## src/rtl/pmu_quota_regulator_pkg.sv

```systemverilog
// Shared types and helpers for the PMU quota regulator.
// Settle time covers the monitor's pipelined sum over its counters.
package pmu_quota_pkg;

  typedef enum logic [2:0] {
    ST_DISABLED  = 3'd0,
    ST_SETTLE    = 3'd1,
    ST_MONITOR   = 3'd2,
    ST_STALL_REQ = 3'd3,
    ST_STALLED   = 3'd4
  } quota_reg_state_t;

  function automatic int unsigned settle_cycles(
    input int unsigned n_counters
  );
    return n_counters + 1;
  endfunction

endpackage

```

## src/rtl/pmu_quota_regulator_if.sv

```systemverilog
// Monitor and core-stall handshake signals of the quota regulator.
// master = regulator side, slave = monitor/core side.
interface pmu_quota_regulator_if;

  logic intr_quota_i;
  logic stall_ack_i;
  logic quota_rst_o;
  logic stall_req_o;

  modport master (
    input  intr_quota_i,
    input  stall_ack_i,
    output quota_rst_o,
    output stall_req_o
  );

  modport slave (
    output intr_quota_i,
    output stall_ack_i,
    input  quota_rst_o,
    input  stall_req_o
  );

endinterface

```

## src/rtl/pmu_window_timer.sv

```systemverilog
// Regulation-window timer; flags the last cycle of each window.
// A period shrunk below the count wraps at full width, no early end.
module pmu_window_timer #(
  parameter int unsigned PERIOD_WIDTH = 32
) (
  input  logic                    clk_i,
  input  logic                    rstn_i,
  input  logic                    clr_i,
  input  logic [PERIOD_WIDTH-1:0] period_i,
  output logic                    win_end_o
);

  logic [PERIOD_WIDTH-1:0] win_cnt;

  assign win_end_o = (period_i != '0) &&
    (win_cnt == period_i - PERIOD_WIDTH'(1));

  always_ff @(posedge clk_i or negedge rstn_i) begin
    if (!rstn_i) begin
      win_cnt <= '0;
    end else if (clr_i || win_end_o) begin
      win_cnt <= '0;
    end else begin
      win_cnt <= win_cnt + PERIOD_WIDTH'(1);
    end
  end

endmodule

```

## src/rtl/pmu_quota_regulator.sv

```systemverilog
// Per-core responder to the PMU quota-monitor interrupt:
// sticky interrupt, optional core stall, per-window budget replenish.
module pmu_quota_regulator
  import pmu_quota_pkg::*;
#(
  parameter int unsigned PERIOD_WIDTH = 32,
  parameter int unsigned N_COUNTERS   = 9,
  parameter int unsigned OVR_WIDTH    = 16
) (
  input  logic                    clk_i,
  input  logic                    rstn_i,
  input  logic                    enable_i,
  input  logic                    mode_i,
  input  logic [PERIOD_WIDTH-1:0] period_i,
  input  logic                    intr_clr_i,
  pmu_quota_regulator_if.master   bus,
  output logic                    intr_o,
  output logic [OVR_WIDTH-1:0]    overrun_cnt_o,
  output logic [2:0]              state_o
);

  localparam int unsigned SETTLE_CYC = settle_cycles(N_COUNTERS);
  localparam int unsigned SW = $clog2(SETTLE_CYC + 1);
  localparam logic [SW-1:0] SETTLE_LAST = SW'(SETTLE_CYC - 1);

  quota_reg_state_t state_q, state_d;
  logic [SW-1:0]    settle_q, settle_d;
  logic [OVR_WIDTH-1:0] ovr_q;
  logic pend_q, pend_d;
  logic seen_q, seen_d;
  logic req_q, req_d;
  logic rst_q, rst_want;
  logic intr_q, hit;
  logic tmr_end, win_end, tmr_clr, settle_done;

  assign tmr_clr = ~enable_i | (state_q == ST_DISABLED);
  assign win_end = tmr_end & (state_q != ST_DISABLED);
  assign settle_done = (settle_q == SETTLE_LAST);

  pmu_window_timer #(
    .PERIOD_WIDTH (PERIOD_WIDTH)
  ) u_timer (
    .clk_i     (clk_i),
    .rstn_i    (rstn_i),
    .clr_i     (tmr_clr),
    .period_i  (period_i),
    .win_end_o (tmr_end)
  );

  always_comb begin
    state_d  = state_q;
    settle_d = settle_q;
    pend_d   = pend_q;
    seen_d   = seen_q;
    req_d    = req_q;
    rst_want = 1'b0;
    hit      = 1'b0;
    unique case (state_q)
      ST_DISABLED: begin
        if (enable_i) begin
          state_d  = ST_SETTLE;
          settle_d = '0;
          rst_want = 1'b1;
        end
      end
      ST_SETTLE: begin
        if (win_end) begin
          rst_want = 1'b1;
          settle_d = '0;
        end else if (settle_done) begin
          // ack still high: wait for the four-phase return to zero
          if (!bus.stall_ack_i) state_d = ST_MONITOR;
        end else begin
          settle_d = settle_q + SW'(1);
        end
      end
      ST_MONITOR: begin
        hit = bus.intr_quota_i;
        if (win_end) begin
          rst_want = 1'b1;
          state_d  = ST_SETTLE;
          settle_d = '0;
        end else if (bus.intr_quota_i && mode_i) begin
          state_d = ST_STALL_REQ;
          req_d   = 1'b1;
        end
      end
      ST_STALL_REQ: begin
        if (bus.stall_ack_i) begin
          if (pend_q || win_end) begin
            state_d  = ST_SETTLE;
            settle_d = '0;
            req_d    = 1'b0;
            pend_d   = 1'b0;
            rst_want = win_end;
          end else begin
            state_d = ST_STALLED;
          end
        end else if (win_end) begin
          pend_d   = 1'b1;
          rst_want = 1'b1;
        end
      end
      ST_STALLED: begin
        if (win_end) begin
          rst_want = 1'b1;
          req_d    = 1'b0;
          state_d  = ST_SETTLE;
          settle_d = '0;
        end
      end
      default: state_d = ST_DISABLED;
    endcase
    if (win_end) seen_d = 1'b0;
    else if (hit) seen_d = 1'b1;
    if (!enable_i) begin
      state_d  = ST_DISABLED;
      settle_d = '0;
      pend_d   = 1'b0;
      seen_d   = 1'b0;
      req_d    = 1'b0;
      rst_want = 1'b0;
      hit      = 1'b0;
    end
  end

  always_ff @(posedge clk_i or negedge rstn_i) begin
    if (!rstn_i) begin
      state_q  <= ST_DISABLED;
      settle_q <= '0;
      pend_q   <= 1'b0;
      seen_q   <= 1'b0;
      req_q    <= 1'b0;
      rst_q    <= 1'b0;
      intr_q   <= 1'b0;
      ovr_q    <= '0;
    end else begin
      state_q  <= state_d;
      settle_q <= settle_d;
      pend_q   <= pend_d;
      seen_q   <= seen_d;
      req_q    <= req_d;
      rst_q    <= rst_want & ~rst_q;
      intr_q   <= hit | (intr_q & ~intr_clr_i);
      if (hit && !seen_q && (ovr_q != '1)) begin
        ovr_q <= ovr_q + OVR_WIDTH'(1);
      end
    end
  end

  assign bus.quota_rst_o = rst_q;
  assign bus.stall_req_o = req_q;
  assign intr_o          = intr_q;
  assign overrun_cnt_o   = ovr_q;
  assign state_o         = state_q;

endmodule

```

## src/flat_wrapper.sv

```systemverilog
// flat-port wrapper written by rule: the top's interface ports become plain ports
module pmu_quota_regulator_flat import pmu_quota_pkg::*;
#(
  parameter int unsigned PERIOD_WIDTH = 32,
  parameter int unsigned N_COUNTERS   = 9,
  parameter int unsigned OVR_WIDTH    = 16
)
  (clk_i, rstn_i, enable_i, mode_i, period_i, intr_clr_i, intr_o, overrun_cnt_o, state_o, bus_intr_quota_i, bus_stall_ack_i, bus_quota_rst_o, bus_stall_req_o);
  pmu_quota_regulator_if bus_i ();
  input  logic clk_i;
  input  logic rstn_i;
  input  logic enable_i;
  input  logic mode_i;
  input  logic [PERIOD_WIDTH-1:0] period_i;
  input  logic intr_clr_i;
  output logic intr_o;
  output logic [OVR_WIDTH-1:0] overrun_cnt_o;
  output logic [2:0] state_o;
  input wire logic [$bits(bus_i.intr_quota_i)-1:0] bus_intr_quota_i;
  input wire logic [$bits(bus_i.stall_ack_i)-1:0] bus_stall_ack_i;
  output wire logic [$bits(bus_i.quota_rst_o)-1:0] bus_quota_rst_o;
  output wire logic [$bits(bus_i.stall_req_o)-1:0] bus_stall_req_o;
  assign bus_i.intr_quota_i = bus_intr_quota_i;
  assign bus_i.stall_ack_i = bus_stall_ack_i;
  assign bus_quota_rst_o = bus_i.quota_rst_o;
  assign bus_stall_req_o = bus_i.stall_req_o;
  pmu_quota_regulator #(.PERIOD_WIDTH(PERIOD_WIDTH), .N_COUNTERS(N_COUNTERS), .OVR_WIDTH(OVR_WIDTH)) u_core (.clk_i(clk_i), .rstn_i(rstn_i), .enable_i(enable_i), .mode_i(mode_i), .period_i(period_i), .intr_clr_i(intr_clr_i), .bus(bus_i), .intr_o(intr_o), .overrun_cnt_o(overrun_cnt_o), .state_o(state_o));
endmodule
```

## config.mk

```make
export PLATFORM = sky130hd
export DESIGN_NAME = pmu_quota_regulator_flat
export DESIGN_NICKNAME = d
export VERILOG_FILES = /design/src/rtl/pmu_quota_regulator_pkg.sv /design/src/rtl/pmu_quota_regulator_if.sv /design/src/rtl/pmu_window_timer.sv /design/src/rtl/pmu_quota_regulator.sv /design/src/flat_wrapper.sv
export SDC_FILE = /design/constraint.sdc
export NUM_CORES = 1
export LEC_CHECK = 0
export CAP_MARGIN = 5
export CORE_ASPECT_RATIO = 1.2
export CORE_MARGIN = 5
export CORE_UTILIZATION = 30
export DETAILED_ROUTE_END_ITERATION = 8
export GPL_TIMING_DRIVEN = 0
export HOLD_SLACK_MARGIN = 0.08
export PLACE_DENSITY = 0.59
export SETUP_SLACK_MARGIN = 0.05
export SYNTH_ARGS = -nofsm -noshare
export SYNTH_HDL_FRONTEND = slang
export SYNTH_HIERARCHICAL = 1
export SYNTH_SLANG_ARGS = --single-unit
```

## constraint.sdc

```tcl
create_clock -name clk_i -period 4.65 [get_ports clk_i]
set_input_delay 1.1625 -clock clk_i [delete_from_list [all_inputs] [get_ports clk_i]]
set_output_delay 1.1625 -clock clk_i [all_outputs]
set_load 0.01 [all_outputs]
```

---- Yosys cells after proc, flatten, opt, wreduce, memory -nomap -nowiden ----
Cells that the tools add are included.
storage, ports and cells
  register bits after elaboration ......... 60
operators by class
  add/subtract/negate cells ............... 4
  multiplexer cells ....................... 39
  reductions and logical operators ........ 16
  bitwise gates (word level) .............. 8
  equality and inequality tests ........... 24
operators with widths
  kind                     number
  $add A32 B1 Y32 const B  1
  $eq A32 B32 Y1           1
  $mux W32                 1
  $reduce_bool A32 Y1      1
  $sub A32 B1 Y32 const B  1
  $mux W3                  9
  $mux W4                  6
  $mux W1                  19
  $ne A3 B2 Y1 const B     6
  $add A16 B1 Y16 const B  1
  $ne A16 B16 Y1 const B   1
  $pmux W4 S4              1
  $pmux W3 S5              1
  $ne A3 B3 Y1 const B     4
  $reduce_and A6 Y1        2
  $eq A3 B2 Y1 const B     2
  $ne A3 B1 Y1 const B     2
  $pmux W1 S3              2
  $ne A5 B2 Y1 const B     1
  $reduce_and A5 Y1        1
  $add A4 B1 Y4 const B    1
  $eq A4 B4 Y1 const B     1
  $logic_and A1 B1 Y1      4
  $ne A4 B1 Y1 const B     1
  15 further kinds         21

---- Logic depth before layout (Yosys ltp) ----
Gate-level depths: netlist of the first run.
  depth after elaboration ................. 10
  mapped depth ............................ 14
  depth with buffers taken out ............ 13

---- Hierarchy ----
Netlist of the first run, hierarchy kept.
modules (own cells, without submodules)
  module               area each (µm²)  cells each  times used
  pmu_window_timer     2972.9           332         1
  pmu_quota_regulator  1602.8           161         1

---- Worst setup path before layout of the first run ----
Ideal clock, no wire load.
  kind .................................... in2reg
  from .................................... in period_i[0]
  to ...................................... reg u_core.settle_q[2]
  cell stages on the path ................. 13
  data arrival time ....................... 4.170 ns
  setup slack ............................. 0.401 ns
  path through ............................ inv_1 > ha_1 > nor3b_4 > nand4_4 > or4b_1 > mux2i_1 > o22ai_1 > nor4bb_1 > clkbuf_1 > nand2b_1 > or3_1 > or3b_1 > o2bb2ai_1
between the ends
  cells in the longest elaborated chain, start to end .. 7
  elaborated cells between the ends (all ways) .. 13
ends and longest elaborated chain
  item                                           RTL line                                              RTL
  start, declared                                flat_wrapper.sv:14                                    input logic [PERIOD_WIDTH-1:0] period_i;
  $sub A32 B1 Y32                                pmu_window_timer.sv:16                                (win_cnt == period_i - PERIOD_WIDTH'(1));
  $eq A32 B32 Y1                                 pmu_window_timer.sv:16
  $logic_and A1 B1 Y1 *                          pmu_window_timer.sv:15                                assign win_end_o = (period_i != '0) &&
  via u_core.tmr_end                             pmu_quota_regulator.sv:34                             logic tmr_end, win_end, tmr_clr, settle_done;
  $and A1 B1 Y1 *                                pmu_quota_regulator.sv:37                             assign win_end = tmr_end & (state_q != ST_DISABLED);
  $mux W4 or $logic_or A1 B1 Y1 (tied branches)  pmu_quota_regulator.sv:67, pmu_quota_regulator.sv:90
  $pmux W4 S4 or $ne A3 B2 Y1 (tied branches)    -
  $mux W4 or $reduce_and A5 Y1 (tied branches)   -
  end signal, assigned                           pmu_quota_regulator.sv:139                            settle_q <= settle_d;
  end, declared                                  pmu_quota_regulator.sv:27                             logic [SW-1:0] settle_q, settle_d;
The timed path passes the listed nets; every way through them passes the cells marked *.
A chain may end at the register's enable or synchronous reset.

---- Final worst setup path of the first run ----
  from .................................... in period_i[6]
  to ...................................... reg u_core.state_q[0], in the netlist u_core/state_o[0]
between the ends
  cells in the longest elaborated chain, start to end .. 9
  elaborated cells between the ends (all ways) .. 15
ends and longest elaborated chain
  item                   RTL line                    RTL
  $sub A32 B1 Y32        pmu_window_timer.sv:16
  $eq A32 B32 Y1         pmu_window_timer.sv:16
  $logic_and A1 B1 Y1 *  pmu_window_timer.sv:15
  via u_core.tmr_end     pmu_quota_regulator.sv:34
  $and A1 B1 Y1 *        pmu_quota_regulator.sv:37
  $logic_or A1 B1 Y1     pmu_quota_regulator.sv:90   if (pend_q || win_end) begin
  $mux W3                pmu_quota_regulator.sv:90
  $mux W3                pmu_quota_regulator.sv:89   if (bus.stall_ack_i) begin
  $pmux W3 S5            pmu_quota_regulator.sv:58   unique case (state_q)
  $mux W3                pmu_quota_regulator.sv:116  if (!enable_i) begin
  end signal, assigned   pmu_quota_regulator.sv:138  state_q <= state_d;
  end, declared          pmu_quota_regulator.sv:26   quota_reg_state_t state_q, state_d;
The timed path passes the listed nets; every way through them passes the cells marked *. The select of a mux whose other input is x is not followed.

==> results of run 1 <==
[cells by family after synthesis]
family                   after synthesis  share of synthesized area, %
buffers and inverters                 40                          4.07
multiplexers                          14                          3.28
XOR/XNOR                              82                          15.7
AO/OA/AOI/OAI                         59                          9.84
AND/OR/NAND/NOR                      232                          32.7
adder cells (fa/ha/maj)                6                          1.59
flip-flops                            60                          32.8
[power by group]
part | leakage (nW) | switching, mW | internal (mW)
clock | 0.159 | 0.224 | 0.480
combinational | 1.24 | 0.128 | 0.0931
sequential | 0.829 | 0.00701 | 0.530
total | 2.23 | 0.358 | 1.10
[synthesized netlist by cell type, types with 3 or more instances]
library cell	number	area [um2]
nor4_1	8	50.1
mux2_2	6	67.6
nand3_1	34	170
o21ai_0	11	55.1
nand2_1	29	109
ha_1	5	62.6
or3_1	3	18.8
o2111ai_1	6	52.6
a32oi_1	4	35.0
and2_1	3	18.8
xor2_1	31	272
mux2i_1	6	60.1
nor2b_1	3	18.8
nor3_1	15	75.1
o22ai_1	3	18.8
and4_1	7	61.3
xnor2_1	51	447
inv_1	22	82.6
nor2_1	26	97.6
dfrtp_1	60	1500
nor3_2	3	30.0
nor4_4	7	149
nand4_1	17	106
nand3b_1	5	37.5
o211ai_1	7	52.6
nor2_2	31	194
or2_2	4	25.0
a21oi_1	5	25.0
buf_6	4	45.0
o311ai_0	3	26.3
clkbuf_1	9	33.8
and3_1	9	56.3
nand2b_1	8	50.1
[registers in the layout (all words and copies together) (netlist names)]
register	cells
u_core/intr_o	1
u_core/bus.stall_req_o	1
u_core/overrun_cnt_o	16
u_core/state_o	3
u_core/u_timer/win_cnt	32
u_core/settle_q	4
u_core/pend_q	1
u_core/seen_q	1
u_core/bus.quota_rst_o	1
[layer usage]
| layer | share of wire (%) | wire (um) | GRT usage (%) | up-vias |
|---|---|---|---|---|
| met5 | 0 | 0 | 0 | - |
| met4 | 1.7 | 202 | 5.60 | 0 |
| met3 | 4.4 | 531 | 2.26 | 16 |
| met2 | 51 | 6140 | 23.3 | 106 |
| met1 | 43 | 5120 | 16.0 | 1947 |
| li1 | - | - | - | 1958 |
[cell type report]
| class | count | area [um2] |
|---|---|---|
| fillers | 1515 | 8930 |
| plain buffers | 18 | 109 |
| repair buffers | 71 | 677 |
| clock inverters | 5 | 75.1 |
| well taps | 204 | 255 |
| clock buffers | 11 | 243 |
| multi-input cells | 394 | 3090 |
| inverters | 22 | 82.6 |
| flip-flops and latches | 60 | 1500 |
[worst max path at each step]
stage | to | slack [ns] | depth (start not counted)
2_1_floorplan | u_core/settle_q[2]$_DFFE_PN0P_ | 0.40 | 13
3_3_place_gp | u_core/settle_q[1]$_DFFE_PN0P_ | -0.79 | 15
3_5_place_dp | u_core/settle_q[0]$_DFFE_PN0P_ | -0.80 | 15
4_1_cts | u_core/state_o[0]$_DFFE_PN0P_ | 0.07 | 14
5_1_grt | u_core/state_o[0]$_DFFE_PN0P_ | 0.04 | 14
6_report | u_core/state_o[0]$_DFFE_PN0P_ | 0.1 | 14
[metrics by stage]
| stage | worst slack (ns) | cell area, um2 | util (%) | power (mW) | setup TNS (ns) |
|---|---|---|---|---|---|
| floorplan | 0.401 | 4580 | - | 0.656 | 0 |
| global placement | -0.791 | 5410 | 36.2 | 0.748 | -7.14 |
| detailed placement | -0.802 | 5410 | 36.2 | 0.751 | -7.11 |
| CTS | 0.0743 | 5880 | 39.3 | 1.47 | 0 |
| global route | 0.0364 | 6030 | 40.3 | 1.53 | 0 |
| finish | 0.0968 | 6030 | 40.3 | 1.46 | 0 |
[cell usage in the layout (no fill, tap or decap), types with 17 or more instances in the layout]
| master | netlist | routed |
|---|---|---|
| nor2_1 | 26 | 23 |
| clkdlybuf4s50_1 | 0 | 52 |
| nand3_1 | 34 | 33 |
| inv_1 | 22 | 22 |
| xor2_1 | 31 | 31 |
| nand2_1 | 29 | 29 |
| nand4_1 | 17 | 17 |
| dfrtp_1 | 60 | 60 |
| nor2_2 | 31 | 32 |
| xnor2_1 | 51 | 50 |
[timing repair]
action / CTS / global route
gates resized for setup: 19 / 26
setup buffers: 6 / 7
pin swaps: 6 / 13
gates cloned: 1 / 0
endpoints found under the setup margin: 11 / 8
==> impl_summary.txt, run 1 <==
----------------------------------------------------
[Run status]
  Outcome ... finished clean

[Synth]
  Post-Synthesis Net Count ... about 540
  Share of flip-flops with an asynchronous set or reset after synthesis ... 100%
  Count of flip-flops with a built-in enable after synthesis ... 0
  Number of distinct standard cells referenced by the synthesized netlist ... 67
  Gate count after technology mapping ... 493
  Flip-flop cell with the highest count after synthesis ... dfrtp_1
  Total standard cell area after synthesis ... 4580 um2
  Yosys warns ... 6
  Synth Area per Inst ... 9.28 um2
  Post-synthesis sequential element count ... 60
  Sequential area share after synthesis ... 32.8%

[Worst setup path]
  Worst path arrival time ... approximately 4.8 ns
  Reg2reg setup slack ... 1.31 ns
  Required @ worst endpoint ... 4.85 ns
  Critical setup path kind ... in2reg
  Critical Path Source Type ... input pin
  Crit end category ... flip-flop
  Count of cells along the worst register-to-register path ... 14
  Worst flop-to-flop path endpoint ... u_core/state_o[0]$_DFFE_PN0P_
  Library cell contributing the largest single delay on the critical path ... or4_1
  Max FO, Critical Path ... 10
  R2r startpoint ... u_core/u_timer/win_cnt[20]$_DFF_PN0_
  Launching element of the worst setup path ... period_i[6]
  Ordered cell list for the critical path ... clkdlybuf4s50_1 > buf_2 > or4_1 > o41ai_2 > o21ai_1 > nor4_4 > nand4_1 > nor4bb_2 > buf_4 > buf_4 > a21oi_1 > o211ai_1 > o41ai_2 > mux2i_1
  Delay of the slowest critical-path stage ... between 0.5 and 0.6 ns
  Buffers plus inverters on the worst setup path ... 4
  CP delay by family, top ... simple AND/OR/NAND/NOR gates

[Drt]
  Remaining antenna violation count after routing ... 0
  Total Wirelength ... 12.0 mm
  Average wire length per cell after detail routing ... 15.3 um
  Post-detailed-route DRC marker count ... 0
  TritonRoute pass-1 iters ... 6
  Iter 0 DRT Violations ... 274
  Number of vias in the routed layout ... 4027
  Via density per instance ... slightly above 5

[Global routing]
  First-pass GRT wire length ... between 15 and 20 mm
  Grt total ovfl ... 0
  Number of global-route vias before repair ... ~3900
  Number of antenna violations at the first check in global routing ... 0
  Largest net degree at the start of global routing ... 61
  Overall global routing resource usage ... 13.4%

[Hold path]
  Hold Crit Class ... reg2reg
  WHS Endpoint ... u_core/bus.quota_rst_o$_DFF_PN0_
  Min-Delay Startpoint ... u_core/bus.quota_rst_o$_DFF_PN0_
  Cell depth of the worst hold path ... 1

[Cells and area]
  Antenna diode count ... 0
  Area grow syn2layout ... 31.8%
  Non-Filler Instances ... 785
  Ratio of cells with drive above 1 in the final layout ... roughly a fifth
  Layout Nets ... 620

[Clock network]
  Clock tree from TritonCTS ... yes
  Hold-fix buffers, CTS ... 0
  Maximum buffer depth of the clock tree ... 2
  Number of H-tree branching levels ... 3
  Clock transition at the registers of the reported paths ... 0.05 ns
  Total clock buffers created by CTS ... 9
  Clock root buffer ... clkbuf_16
  # clock sinks ... 60
  Clock latency at the later pin of the worst-skew pair ... 0.32 ns

[STA]
  Worst-margin pin slew ... 0.776 ns
  Tightest slew margin relative to the limit ... about half
  Final critical path time including I/O delays and setup ... 4.55 ns
  Setup violations, final ... 0
  Fmax achieved ... 0.220 GHz
  Hold violation count in the final report ... 0
  Total count of max-transition violations in the final report ... 0
  Final worst clock skew ... 0.00564 ns
  Final clock period utilization by the worst path ... 97.9%
  RSZ-0062 raised after global routing ... false
  Worst-case hold slack ... 0.442 ns

[Die]
  Full die area ... 17800 um2
  Placement row count ... 49
  Die H ... 145 um
  Placeable core region ... 15000 um2
  Io pins ... 61
  Starting Density ... 30.6%
  Die X-Extent ... 123 um

[Flow run]
  Maximum Capacitance Violations ... 0

[Place]
  Number of input and output port buffers inserted ... between 50 and 60
  Post-detail-place hpwl ... 8.86 mm
  Count of placed standard cells including taps ... 755
  Final estimated routing congestion in global placement ... 0.871

[Pwr]
  Leakage dissipation ... 2.23 nW
  VDD IR-drop max ... about 0.17 mV
  Total power per unit cell area ... 242 nW/um2

----------------------------------------------------
Power figures use the tool's default switching activity.
==> inputs of run 2 (changes only) <==
--- a/config.mk
+++ b/config.mk
@@ -9,10 +9,12 @@
 export CORE_ASPECT_RATIO = 1.2
 export CORE_MARGIN = 5
 export CORE_UTILIZATION = 30
+export CTS_CLUSTER_DIAMETER = 60
 export DETAILED_ROUTE_END_ITERATION = 8
 export GPL_TIMING_DRIVEN = 0
 export HOLD_SLACK_MARGIN = 0.08
 export PLACE_DENSITY = 0.59
+export RECOVER_POWER = 100
 export SETUP_SLACK_MARGIN = 0.05
 export SYNTH_ARGS = -nofsm -noshare
 export SYNTH_HDL_FRONTEND = slang
==> constraint.sdc (replaced) <==
create_clock -name clk_i -period 5.5 [get_ports clk_i]
set_input_delay 1.375 -clock clk_i [delete_from_list [all_inputs] [get_ports clk_i]]
set_output_delay 1.375 -clock clk_i [all_outputs]
set_load 0.01 [all_outputs]
==> impl_summary.txt, run 2 (synthesis results as in run 1) <==
----------------------------------------------------
[Cells and area]
  Area of the multi-input gates ... 2850 um2 (-7.7%)
  Area used by sequential logic in the layout ... 1500 um2 (unchanged)
  Flip-flop count of the largest register after layout ... 32 (unchanged)
  Area grow syn2layout ... 24.1%
  Utilization after layout ... 38.0% (-2.4 points)
  Leading cell type in the layout, fill and taps excluded ... dfrtp_1
  Most frequent cells in the layout ... dfrtp_1, xnor2_1, clkdlybuf4s50_1, nand3_1, xor2_1
  Non-Filler Instances ... 773 (-1.5%)
  Layout Nets ... 608 (-1.9%)
  Total of fill cells in the finished design ... 1546 (+2.0%)
  Register with the most flip-flops ... u_core/u_timer/win_cnt
  Design Area, Final ... 5680 um2 (-5.8%)
  Ratio of cells with drive above 1 in the final layout ... 14.1% (-7.3 points)
  Antenna diode count ... 0 (unchanged)

[Worst setup path]
  Library cell appearing most often on the critical path ... mux2_2
  Launching element of the worst setup path ... period_i[0]
  Count of cells along the worst register-to-register path ... 12 (-2)
  Crit path depth ... 15 (+1)
  Max FO, Critical Path ... 9 (-1)
  Required @ worst endpoint ... 5.70 ns (+0.85 ns)
  R2r startpoint ... u_core/u_timer/win_cnt[14]$_DFF_PN0_
  Reg2reg setup slack ... 1.76 ns (+0.45 ns)
  Critical setup path kind ... in2reg
  Worst path arrival time ... 5.43 ns (+0.68 ns)
  Buffers plus inverters on the worst setup path ... 3 (-1)
  Worst flop-to-flop path endpoint ... u_core/settle_q[0]$_DFFE_PN0P_
  Critical Path Source Type ... input pin
  CP delay by family, top ... simple AND/OR/NAND/NOR gates
  Ordered cell list for the critical path ... clkdlybuf4s50_1 > inv_1 > ha_1 > nor3b_4 > nand4_4 > nor4_1 > mux2_2 > mux2i_1 > a32oi_1 > nor4bb_1 > clkbuf_2 > nand2b_1 > or2_2 > nand3_1 > mux2_2
  Delay of the slowest critical-path stage ... 0.51 ns (-0.06 ns)
  Crit end category ... flip-flop
  Library cell contributing the largest single delay on the critical path ... clkdlybuf4s50_1
  Critical Path Sink ... u_core/settle_q[0]$_DFFE_PN0P_

[Flow run]
  Maximum Capacitance Violations ... 1 (+1)

[Global routing]
  Number of global-route vias before repair ... 3826 (-3.1%)
  First-pass GRT wire length ... 18.8 mm (-2.6%)
  Grt total ovfl ... 0 (unchanged)
  Largest net degree at the start of global routing ... 61 (unchanged)
  Overall global routing resource usage ... 13.0% (-0.33 points)
  Number of antenna violations at the first check in global routing ... 0 (unchanged)

[Die]
  Placeable core region ... 15000 um2 (unchanged)
  Die H ... 145 um (unchanged)
  Io pins ... 61 (unchanged)
  Full die area ... 17800 um2 (unchanged)
  Starting Density ... 30.6% (unchanged)
  Die X-Extent ... 123 um (unchanged)
  Placement row count ... 49 (unchanged)

[Pwr]
  Sequential group share of total power ... 37.4% (+0.7 points)
  Sw Ratio ... 24.1% (-0.46 points)
  Clock network power share ... 49.0% (+0.8 points)
  Total power per unit cell area ... 214 nW/um2 (-12%)
  Internal power summed over all cells ... 0.921 mW (-17%)
  Total power ... 1.21 mW (-17%)
  Combinational share of power ... 13.5% (-1.6 points)
  VDD IR-drop max ... 0.142 mV (-16%)
  Switching power summed over all nets ... 0.292 mW (-19%)
  Leakage dissipation ... 2.11 nW (-5.1%)

[STA]
  Fmax achieved ... between 0.15 and 0.2 GHz
  Final critical path time including I/O delays and setup ... around 5.2 ns
  Final clock period utilization by the worst path ... 95.1%
  Total count of max-transition violations in the final report ... 61 (+61)
  Setup violations, final ... 0 (unchanged)
  Final worst clock skew ... 0.00595 ns (+0.000308 ns)
  Hold violation count in the final report ... 0 (unchanged)
  RSZ-0062 raised after global routing ... false
  Post-route setup slack ... 0.272 ns (+0.175 ns)
  Sum of negative setup slack ... 0 ns (unchanged)
  Tightest slew margin relative to the limit ... -120% (-170 points)
  Worst-margin pin slew ... 3.29 ns (+2.52 ns)
  Worst-case hold slack ... 0.435 ns (-0.00702 ns)

[Hold path]
  Hold Crit Class ... reg2reg
  Cell depth of the worst hold path ... 1 (unchanged)
  Min-Delay Startpoint ... u_core/bus.quota_rst_o$_DFF_PN0_

[Place]
  Post-detail-place hpwl ... 8.86 mm (unchanged)
  Number of input and output port buffers inserted ... 58 (unchanged)
  Placed cell area ... 5410 um2 (unchanged)
  Count of placed standard cells including taps ... 755 (unchanged)
  Final estimated routing congestion in global placement ... 0.871 (unchanged)
  Post-Place Setup Slack ... -0.165 ns (+0.638 ns)

[Run status]
  Violations in the final reports ... capacitance limit, slew limit
  Outcome ... complete, but fails checks

[Drt]
  Post-detailed-route DRC marker count ... 0 (unchanged)
  Remaining antenna violation count after routing ... 0 (unchanged)
  TritonRoute pass-1 iters ... 6 (unchanged)
  Number of vias in the routed layout ... 3908 (-3.0%)
  Average wire length per cell after detail routing ... 15.0 um (-1.6%)
  Iter 0 DRT Violations ... 220 (-20%)
  Via density per instance ... 5.06 (-1.4%)
  Total Wirelength ... 11.6 mm (-3.1%)

[Clock network]
  Total clock buffers created by CTS ... 9 (unchanged)
  Clock root buffer ... clkbuf_16
  # clock sinks ... 60 (unchanged)
  Clock latency at the later pin of the worst-skew pair ... 0.32 ns (about the same)
  Maximum buffer depth of the clock tree ... 2 (unchanged)
  Clock transition at the registers of the reported paths ... 0.05 ns (about the same)
  Number of H-tree branching levels ... 3 (unchanged)
  Clock tree from TritonCTS ... yes

----------------------------------------------------
[run 2: cell types whose count changed in the layout (fill, tap and decap cells not counted), moves of 3 or more]
cell             delta
buf_6               -3
nor2_1              +4
clkbuf_1            +4
dlymetal6s2s_1      -3
clkdlybuf4s50_1    -18
buf_4              -13
nor4_4              -4
nor4_1              +6
dlygate4sd3_1      +23
[run 2: worst register-to-register path, stage by stage, from the launching register on]
cell and delay [ns]:
dfrtp_1 0.44, xnor2_1 0.50, a32oi_1 0.19, nor4_1 0.23, o2111ai_1 0.24, nor4_4 0.33, nand4_1 0.11, nor4bb_1 0.45
clkbuf_2 0.30, nand2b_1 0.20, or2_2 0.15, nand3_1 0.16, mux2_2 0.32
[run 2: cell type report]
cell class	count	area share [%]
multi-input combinational	393	50.2
sequential	60	26.4
timing repair buffer	60	10.4
tap	204	4.50
clock buffer	11	4.28
buffer	18	1.48
inverter	22	1.45
clock inverter	5	1.32
[run 2: per-layer routing]
metal  global-route usage, %  part of all wire (%)  vias up
met5                       0                     0        -
met4                    5.60                   2.1        0
met3                    2.26                   4.6       16
met2                    22.3                    50       89
met1                    15.9                    43     1875
li1                        -                     -     1928
[run 2: how the worst min path moves through the flow]
| stage | to | slack (ns) |
|---|---|---|
| after detailed placement | u_core/bus.quota_rst_o$_DFF_PN0_ | 0.43 |
| after global routing | u_core/bus.quota_rst_o$_DFF_PN0_ | 0.46 |
| after CTS | u_core/bus.quota_rst_o$_DFF_PN0_ | 0.44 |
| after global placement | u_core/bus.quota_rst_o$_DFF_PN0_ | 0.44 |
| final | u_core/bus.quota_rst_o$_DFF_PN0_ | 0.43 |
| after floorplan | u_core/u_timer/win_cnt[0]$_DFF_PN0_ | 0.47 |
[run 2: repair_timing]
action                                  in CTS  in global routing
hold buffers                                 0                  0
buffers inserted                             0                  2
endpoints found under the setup margin       0                  4
resized for setup                            0                  2
[run 2: power by group through the flow]
stage	logic, mW	clock network, mW	registers [mW]
final	0.164	0.594	0.454
after global routing	0.181	0.632	0.454
after CTS	0.174	0.612	0.454
after detailed placement	0.173	0	0.461
after global placement	0.171	0	0.461
after floorplan	0.0930	0	0.462
==> inputs of run 3 (changes only) <==
--- a/config.mk
+++ b/config.mk
@@ -6,17 +6,19 @@
 export NUM_CORES = 1
 export LEC_CHECK = 0
 export CAP_MARGIN = 5
+export CELL_PAD_IN_SITES_DETAIL_PLACEMENT = 0
+export CELL_PAD_IN_SITES_GLOBAL_PLACEMENT = 1
 export CORE_ASPECT_RATIO = 1.2
 export CORE_MARGIN = 5
 export CORE_UTILIZATION = 30
 export CTS_CLUSTER_DIAMETER = 60
 export DETAILED_ROUTE_END_ITERATION = 8
+export GPL_ROUTABILITY_DRIVEN = 0
 export GPL_TIMING_DRIVEN = 0
 export HOLD_SLACK_MARGIN = 0.08
-export PLACE_DENSITY = 0.59
+export PLACE_DENSITY = 0.71
 export RECOVER_POWER = 100
 export SETUP_SLACK_MARGIN = 0.05
 export SYNTH_ARGS = -nofsm -noshare
 export SYNTH_HDL_FRONTEND = slang
-export SYNTH_HIERARCHICAL = 1
 export SYNTH_SLANG_ARGS = --single-unit
==> impl_summary.txt, run 3 <==
----------------------------------------------------
[Worst setup path]
  Launching element of the worst setup path ... period_i[0]
  Delay of the slowest critical-path stage ... 0.65 ns (+0.14 ns)
  Ordered cell list for the critical path ... dlygate4sd3_1 > inv_1 > ha_1 > clkbuf_1 > or3b_2 > nor3_1 > nor4b_1 > xnor2_1 > and4b_1 > or4b_1 > clkbuf_1 > a21oi_1 > o22ai_1
  Library cell appearing most often on the critical path ... clkbuf_1
  Worst path arrival time ... 5.30 ns (-0.13 ns)
  Critical Path Source Type ... input pin
  Critical setup path kind ... in2reg
  Required @ worst endpoint ... 5.70 ns (about the same)
  Library cell contributing the largest single delay on the critical path ... dlygate4sd3_1
  Crit end category ... flip-flop
  Max FO, Critical Path ... 9 (unchanged)
  R2r startpoint ... u_core.u_timer.win_cnt[14]$_DFF_PN0_

[Cells and area]
  Area grow syn2layout ... 27.5%
  Layout Nets ... 599 (-1.5%)
  Total of fill cells in the finished design ... 1411 (-8.7%)
  Non-Filler Instances ... 730 (-5.6%)
  Utilization after layout ... 38.7% (+0.79 points)
  Leading cell type in the layout, fill and taps excluded ... nor2_1
  Flip-flop count of the largest register after layout ... 32 (unchanged)
  Register with the most flip-flops ... u_core.u_timer.win_cnt
  Antenna diode count ... 0 (unchanged)
  Ratio of cells with drive above 1 in the final layout ... 5.19% (-8.9 points)
  Most frequent cells in the layout ... nor2_1, dfrtp_1, xnor2_1

[Clock network]
  Total clock buffers created by CTS ... 9 (unchanged)
  Clock transition at the registers of the reported paths ... 0.06 ns (about the same)
  Clock tree from TritonCTS ... yes
  Post-CTS Setup Bufs ... 0 (unchanged)
  Number of H-tree branching levels ... 3 (unchanged)
  Hold-fix buffers, CTS ... 0 (unchanged)
  Clock root buffer ... clkbuf_16
  # clock sinks ... 60 (unchanged)
  Clock latency at the later pin of the worst-skew pair ... 0.33 ns (about the same)
  Count of instances resized after the clock tree is built ... 0 (unchanged)
  Maximum buffer depth of the clock tree ... 2 (unchanged)

[Global routing]
  Number of global-route vias before repair ... 3931 (+2.7%)
  Grt total ovfl ... 0 (unchanged)
  Number of antenna violations at the first check in global routing ... 0 (unchanged)
  Overall global routing resource usage ... 14.0% (+0.93 points)
  First-pass GRT wire length ... 19.0 mm (+1.1%)
  Largest net degree at the start of global routing ... 61 (unchanged)

[Synth]
  Leading post-synthesis cells by cell area ... dfrtp_1, xnor2_1, xor2_1, nor2_1, nand3_1
  Top cell type's share of synthesized area ... 35.9% (+3.1 points)
  Yosys warns ... 0 (-6)
  Share of flip-flops with an asynchronous set or reset after synthesis ... 100% (unchanged)
  Count of flip-flops with a built-in enable after synthesis ... 0 (unchanged)
  Library cell occupying the most area in the post-synthesis netlist ... dfrtp_1
  Synth Area per Inst ... 8.65 um2 (-6.7%)
  Sequential area share after synthesis ... 35.9% (+3.1 points)
  Post-synthesis sequential element count ... 60 (unchanged)
  Flip-flop cell with the highest count after synthesis ... dfrtp_1
  Number of distinct standard cells referenced by the synthesized netlist ... 63 (-6.0%)
  Count leader, synth ... nor2_1
  Total standard cell area after synthesis ... 4180 um2 (-8.6%)
  Gate count after technology mapping ... 483 (-2.0%)
  Most instantiated cells after synthesis ... nor2_1, dfrtp_1, xnor2_1
  Post-Synthesis Net Count ... 528 (-1.7%)

[STA]
  Hold violation count in the final report ... 0 (unchanged)
  Sum of negative setup slack ... 0 ns (unchanged)
  Fmax achieved ... 0.196 GHz (+2.4%)
  Total count of max-transition violations in the final report ... 61 (unchanged)
  Final clock period utilization by the worst path ... 92.8% (-2.3 points)
  Worst-margin pin slew ... 3.27 ns (-0.0258 ns)
  Final critical path time including I/O delays and setup ... 5.10 ns (-0.125 ns)
  Tightest slew margin relative to the limit ... -118% (+1.7 points)
  Setup violations, final ... 0 (unchanged)
  RSZ-0062 raised after global routing ... false
  Worst-case hold slack ... 0.483 ns (+0.0483 ns)
  Final worst clock skew ... 0.00627 ns (+0.000320 ns)

[Place]
  Number of input and output port buffers inserted ... 60 (+3.4%)
  Count of placed standard cells including taps ... 714 (-5.4%)
  Post-detail-place hpwl ... 8.54 mm (-3.6%)

[Die]
  Starting Density ... 30.4% (-0.21 points)
  Die X-Extent ... 118 um (-4.1%)
  Placement row count ... 47 (-4.1%)
  Io pins ... 61 (unchanged)
  Full die area ... 16400 um2 (-8.0%)
  Placeable core region ... 13800 um2 (-8.0%)
  Die H ... 139 um (-4.1%)

[Drt]
  Number of vias in the routed layout ... 3755 (-3.9%)
  Remaining antenna violation count after routing ... 0 (unchanged)
  TritonRoute pass-1 iters ... 4 (-2)
  Total Wirelength ... 11.1 mm (-4.4%)
  Average wire length per cell after detail routing ... 15.2 um (+1.2%)
  Via density per instance ... 5.14 (+1.7%)
  Iter 0 DRT Violations ... 142 (-35%)
  Post-detailed-route DRC marker count ... 0 (unchanged)

[Hold path]
  Hold Crit Class ... reg2reg
  Min-Delay Startpoint ... u_core.overrun_cnt_o[13]$_DFFE_PN0P_

[Pwr]
  Leakage dissipation ... 2.14 nW (+1.4%)
  VDD IR-drop max ... 0.150 mV (+5.6%)
  Total power per unit cell area ... 228 nW/um2 (+6.9%)

[Flow run]
  Maximum Capacitance Violations ... 1 (unchanged)

[Run status]
  Violations in the final reports ... capacitance limit, slew limit
  Outcome ... complete, but fails checks

----------------------------------------------------
run 3: layout make-up:
cell class              count  area (um2)  area share [%]
multi-input cells         394        2540            47.7
flip-flops and latches     60        1500            28.2
repair buffers             60         594            11.1
clock buffers               9         225            4.22
well taps                 171         214            4.01
clock inverters             7         123            2.30
plain buffers              17        87.6            1.64
inverters                  12        45.0           0.845
run 3: where the power goes:
part | switching [mW] | internal, mW | total, mW
Combinational | 0.0635 | 0.0509 | 0.114
Clock | 0.212 | 0.444 | 0.656
Sequential | 0.00266 | 0.444 | 0.447
run 3: routing by layer:
| metal | up-vias | wire, um | GRT usage, % |
|---|---|---|---|
| met3 | 8 | 389 | 2.52 |
| li1 | 1869 | - | - |
| met5 | - | 0 | 0 |
| met1 | 1807 | 5110 | 17.5 |
| met2 | 71 | 5460 | 24.0 |
| met4 | 0 | 154 | 5.07 |
run 3: cells by family (layout without fill, tap and decap cells):
| logic type | count (synthesis) | in the layout | share of synthesized area [%] |
|---|---|---|---|
| compound gates | 67 | 67 | 11.0 |
| xor+xnor | 86 | 86 | 18.3 |
| fa+ha+maj | 6 | 6 | 1.80 |
| buf+inv | 29 | 105 | 3.20 |
| flops | 60 | 60 | 35.9 |
| mux | 3 | 3 | 0.748 |
| simple gates | 232 | 232 | 29.0 |
run 3: worst paths after layout:
path	slack (ns)	cells past startpoint	end
worst max-delay path	0.40	13	u_core.settle_q[1]$_DFFE_PN0P_
worst min-delay path	0.48	1	u_core.overrun_cnt_o[13]$_DFFE_PN0P_
worst max register to register	2.40	9	u_core.settle_q[1]$_DFFE_PN0P_
worst min register to register	0.48	1	u_core.overrun_cnt_o[13]$_DFFE_PN0P_
max in group asynchronous	1.52	1	u_core.settle_q[2]$_DFFE_PN0P_
min in group asynchronous	2.13	1	u_core.u_timer.win_cnt[13]$_DFF_PN0_
run 3: metrics by stage:
stage               cell area [um2]  worst slack [ns]  power, mW
global route                   5330             0.141       1.27
global placement               4990             0.196      0.569
finish                         5330             0.397       1.22
CTS                            5340             0.491       1.23
floorplan                      4180              1.41      0.504
detailed placement             4990             0.134      0.570
run 3: worst max-delay path, delay by kind of cell:
| family | cells | cell delay [ns] |
|---|---|---|
| XOR/XNOR | 1 | 0.23 |
| AO/OA/AOI/OAI | 2 | 0.37 |
| buffers and inverters | 4 | 1.34 |
| adder cells (fa/ha/maj) | 1 | 0.14 |
| AND/OR/NAND/NOR | 5 | 1.82 |
